**src/rtl/add_share_arb.sv**
```systemverilog
// add_share_arb: round-robin arbiter time-sharing a single combinational adder among 4 requesters.
// Latency: gnt cycle -> CALC -> HOLD, so out_valid rises 2 cycles after the grant; one result per 3 cycles max.
// Backpressure: result is held in HOLD until out_ready; new requests wait (gnt=0) and are never lost.
//
// Ports:
//   Clk, Rst            clock, synchronous active-high reset
//   req[3:0]            level requests, held until granted
//   a_bus, b_bus        packed operands, requester i at [i*DATAWIDTH +: DATAWIDTH]
//   gnt[3:0]            one-hot grant, only in the capture cycle
//   out, out_id         registered sum and owning requester index
//   out_valid/out_ready result handshake
//   busy                high whenever the FSM is not IDLE

module add #(
  parameter int W = 8
) (
  input  logic [W-1:0] a,
  input  logic [W-1:0] b,
  output logic [W-1:0] sum
);
  // Carry out is discarded: result is modulo 2^W.
  assign sum = a + b;
endmodule

module add_share_arb #(
  parameter int DATAWIDTH = 8
) (
  input  logic                   Clk,
  input  logic                   Rst,
  input  logic [3:0]             req,
  input  logic [4*DATAWIDTH-1:0] a_bus,
  input  logic [4*DATAWIDTH-1:0] b_bus,
  output logic [3:0]             gnt,
  output logic [DATAWIDTH-1:0]   out,
  output logic [1:0]             out_id,
  output logic                   out_valid,
  input  logic                   out_ready,
  output logic                   busy
);

  typedef enum logic [1:0] {
    IDLE = 2'd0,
    CALC = 2'd1,
    HOLD = 2'd2
  } state_t;

  state_t               state, state_nxt;
  logic [1:0]           p;
  logic [DATAWIDTH-1:0] op_a, op_b;
  logic [1:0]           op_id;
  logic [DATAWIDTH-1:0] sum;

  logic [DATAWIDTH-1:0] a_arr [4];
  logic [DATAWIDTH-1:0] b_arr [4];
  logic                 win_found;
  logic [1:0]           win_idx;
  logic [1:0]           cand;

  always_comb begin
    for (int i = 0; i < 4; i++) begin
      a_arr[i] = a_bus[i*DATAWIDTH +: DATAWIDTH];
      b_arr[i] = b_bus[i*DATAWIDTH +: DATAWIDTH];
    end
  end

  // Round-robin search starting at p; the 2-bit add wraps naturally mod 4.
  always_comb begin
    win_found = 1'b0;
    win_idx   = p;
    cand      = 2'd0;
    for (int k = 0; k < 4; k++) begin
      cand = p + 2'(k);
      if (!win_found && req[cand]) begin
        win_found = 1'b1;
        win_idx   = cand;
      end
    end
  end

  // The only adder in the block; it only ever sees the latched operands.
  add #(.W(DATAWIDTH)) u_add (
    .a   (op_a),
    .b   (op_b),
    .sum (sum)
  );

  always_comb begin
    state_nxt = state;
    gnt       = 4'b0000;
    case (state)
      IDLE: begin
        if (win_found) begin
          // Grant is suppressed during reset so nothing appears to be captured.
          if (!Rst) gnt = 4'b0001 << win_idx;
          state_nxt = CALC;
        end
      end
      CALC:    state_nxt = HOLD;
      HOLD:    if (out_ready) state_nxt = IDLE;
      default: state_nxt = IDLE;
    endcase
  end

  assign busy = (state != IDLE) && !Rst;

  always_ff @(posedge Clk) begin
    if (Rst) begin
      state     <= IDLE;
      p         <= 2'd0;
      op_a      <= '0;
      op_b      <= '0;
      op_id     <= 2'd0;
      out       <= '0;
      out_id    <= 2'd0;
      out_valid <= 1'b0;
    end else begin
      state <= state_nxt;
      case (state)
        IDLE: begin
          if (win_found) begin
            op_a  <= a_arr[win_idx];
            op_b  <= b_arr[win_idx];
            op_id <= win_idx;
            p     <= win_idx + 2'd1;
          end
        end
        CALC: begin
          out       <= sum;
          out_id    <= op_id;
          out_valid <= 1'b1;
        end
        HOLD: begin
          if (out_ready) out_valid <= 1'b0;
        end
        default: ;
      endcase
    end
  end

endmodule

```
**config.mk**
```make
export PLATFORM = sky130hd
export DESIGN_NAME = add_share_arb
export DESIGN_NICKNAME = d
export VERILOG_FILES = /design/src/rtl/add_share_arb.sv
export SDC_FILE = /design/constraint.sdc
export NUM_CORES = 1
export LEC_CHECK = 0
export ABC_AREA = 1
export CORE_ASPECT_RATIO = 1.1
export CORE_MARGIN = 3
export CORE_UTILIZATION = 50
export CTS_CLUSTER_DIAMETER = 80
export CTS_CLUSTER_SIZE = 14
export DETAILED_ROUTE_END_ITERATION = 6
export GPL_TIMING_DRIVEN = 0
export PLACE_DENSITY = 0.88
export SLEW_MARGIN = 20
export SYNTH_ARGS = -nofsm -noshare
export SYNTH_HDL_FRONTEND = slang
export SYNTH_SLANG_ARGS = --single-unit
```
**constraint.sdc**
```tcl
create_clock -name Clk -period 3.9 [get_ports Clk]
set_input_delay 0.975 -clock Clk [delete_from_list [all_inputs] [get_ports Clk]]
set_output_delay 0.975 -clock Clk [all_outputs]
set_load 0.1 [all_outputs]
```
==> run metrics <==
clock share of power=7.2%; largest family of logic cells by synthesized area=simple AND/OR/NAND/NOR gates; sequential share of the synthesized area=25.21%; final worst slack=0.09392 ns; initial antenna violation count=0; count leader, synth=nand2_1; Worst slew margin=35.33%; Net Sw Frac=56.81%; post-synthesis area per instance=5.848 um^2; internal power=1.541 mW; Post-synth EDFFs=0; DRT Wirelength=7.635 mm; P&R area growth vs syn=44.99%; critical-path cell list=clkdlybuf4s50_1, nand2_1, nand2_1, nand2_1, nand2_4, nand2_2, nand2_1, nand3_1, nand3_2, nand2_4, buf_6, nor3_4, buf_12; clock skew=0.004411 ns; Mapped Area=0.002620 mm^2; total track usage=25.14%; starting density of the core=52.05%; Pwr Density=939.0 mW/mm^2; CTS tree=built; CP max stage delay=0.49 ns; Mapped Nets=527; Post-DP HPWL=5.972 mm; RR Startpoint=p[0]; yosys warns=0; Worst R2R End=op_a[4]; grt met3 use=4.039%; hold path start=op_id[1]; wire per inst=12.62 um; worst hold path endpoint=out_id[1]; CP max FO=10; nets=626; Core ar.=0.005034 mm^2; GRT Max-Usage Layer=met2; Flop pwr share=15.2%; # IOs=87; Crit path max-delay family=simple AND/OR/NAND/NOR gates; worst skew pair latency=0.28 ns; routability cong.=0.8527; Netlist cell types=27; Via Count=3208; leading area contributor after synthesis=dfxtp_1; number of global-route vias before repair=2787; reg2reg setup slack=1.57 ns; critical path arrival=2.83 ns; Slowest-stage cell, CP=clkdlybuf4s50_1; simple-gate share of the synthesized area=50.76%; fmax=262.7 MHz; starting DRC count in detailed routing=166; share of cells above drive strength 1=11.15%; number of antenna diodes=0; top post-synthesis cells by count=nand2_1 (165), nand3_1 (81), inv_1 (42); RSZ-0062 raised after global routing=no; CP Class=in -> out; M2 GR Usage=43.82%; DRC=0; Syn Inst Count=448; ys flop type=dfxtp_1; adder-cell share of the synthesized area=4.107%; clock slew at reported path FFs=0.06 ns; Max rail drop VDD=557.1 uV; CP Capture Type=primary output; Yosys top cell area share=25.21%; htree depth=2; Port-buffer cells=86; Die Area=0.006146 mm^2; Final TNS setup=0 ns; Sink Count=33; status=finished, final reports clean; global-route wire length before repair=12.05 mm; Required @ worst endpoint=2.92 ns; R2R depth=17; Final Cycle Share=97.59%; min Tclk post-route=3.806 ns; Setup WS pre-CTS=-0.9871 ns; Buf+Inv Stages, Crit Path=3; largest net degree at the start of global routing=20; vias per cell=5.302; #FFs+latches synth=33; most frequent CP cell=nand2_1; DR pass1 iterations=5; Min-Delay Path Class=reg -> reg; CTS Buf Count=5; die height=81.92 um; Net Sw Power=2.026 mW; met1 GRT Util=30.24%; Post-synth ARST share=0%; Gate power share=77.6%; grt ovf=0; row count=27; worst-margin pin slew=0.9670 ns; top post-synthesis cells by area=dfxtp_1 (25%), nand2_1 (24%), nand3_1 (15%), inv_1 (6.0%), nor2_1 (5.4%); Post-Synth XOR/XNOR Area=2.006%; MaxCap Viol Count=0; final setup fails=0; Final Hold Fails=0; Die X=75.02 um; final std cells w/o fill=605; Max Root-Sink Buffers=2; Pins Over Slew Limit=0; worst hold path depth=2; post-synthesis mux area share=0%; post-synthesis compound-gate area fraction=6.543%; post-route ant nets=0; clock root buffer=clkbuf_8; Startpoint Class=input port; placed insts=592; Leak=1.992 nW
==> timing repair <==
item | CTS | global route
resized for setup | 37 | 16
setup buffers | 1 | 6
pin swaps | 2 | 6
setup endpoints to repair | 5 | 4
hold buffers | 0 | 0
==> per-layer routing <==
metal | share of wire, % | routed length [um]
met1 | 41 | 3131
met2 | 50 | 3818
met3 | 6.4 | 486
met4 | 2.6 | 199
met5 | 0 | 0
==> kinds of logic (layout without fill, tap and decap cells) <==
| kind of cell | after synthesis | after routing |
|---|---|---|
| buf+inv | 66 | 165 |
| simple gates | 303 | 303 |
| fa+ha+maj | 8 | 8 |
| xor+xnor | 6 | 6 |
| flops | 33 | 33 |
| compound gates | 32 | 32 |
==> power groups by stage <==
| stage | logic (mW) | registers, mW | clock network, mW |
|---|---|---|---|
| final | 2.77 | 0.544 | 0.255 |
| after global placement | 2.47 | 0.541 | 0 |
| after floorplan | 1.69 | 0.818 | 0 |
| after global routing | 3.04 | 0.558 | 0.275 |
| after CTS | 2.58 | 0.544 | 0.259 |
| after detailed placement | 2.52 | 0.549 | 0 |
==> registers in the layout, summed over array words and instances (netlist names) <==
signal and cells:
op_b 8, state 2, out 8, out_valid 1, op_id 2, p 2, out_id 2, op_a 8
==> tightest hold or removal path, stage by stage, from the launching register on <==
cell and delay, ns:
dfxtp_1 0.30, inv_1 0.08, a21oi_1 0.07
==> cell usage in the layout (no fill, tap or decap), drive strengths merged, types with 7 or more instances in the layout <==
| master | netlist | routed |
|---|---|---|
| nand3 | 81 | 81 |
| nor2 | 39 | 39 |
| buf | 16 | 26 |
| clkbuf | 5 | 12 |
| nand2 | 176 | 176 |
| inv | 45 | 45 |
| ha | 7 | 7 |
| clkdlybuf4s50 | 0 | 79 |
| dfxtp | 33 | 33 |
| o21ai | 12 | 12 |
| a21oi | 16 | 16 |
==> through the flow <==
stage                     instance area, um^2  power, mW  utilization (%)  hold WS [ns]
after detailed placement                 3568      3.073            70.89        0.4741
final                                    3799      3.567            75.47        0.4915
after floorplan                          2635      2.506                -        0.4298
after global routing                     3799      3.872            75.47        0.5257
after global placement                   3568      3.011            70.89        0.4488
after CTS                                3694      3.386            73.38        0.4834
==> cell type report <==
type	instances	area, um^2
fill	417	1235
sequential	33	660.6
multi-input combinational	349	1744
buffer	20	122.6
tap	58	72.57
clock buffer	7	86.33
inverter	45	176.4
timing repair buffer	93	935.9
==> worst max-delay path by stage <==
stage	endpoint	slack (ns)	cells past startpoint	from
after floorplan	gnt[3]	-0.15	10	req[3]
after global placement	gnt[2]	-0.93	13	req[2]
after detailed placement	gnt[2]	-0.99	13	req[0]
after CTS	gnt[0]	-0.0003	11	req[0]
after global routing	gnt[3]	0.01	13	req[2]
final	gnt[3]	0.09	13	req[2]
(Power assumes the default switching activity.)
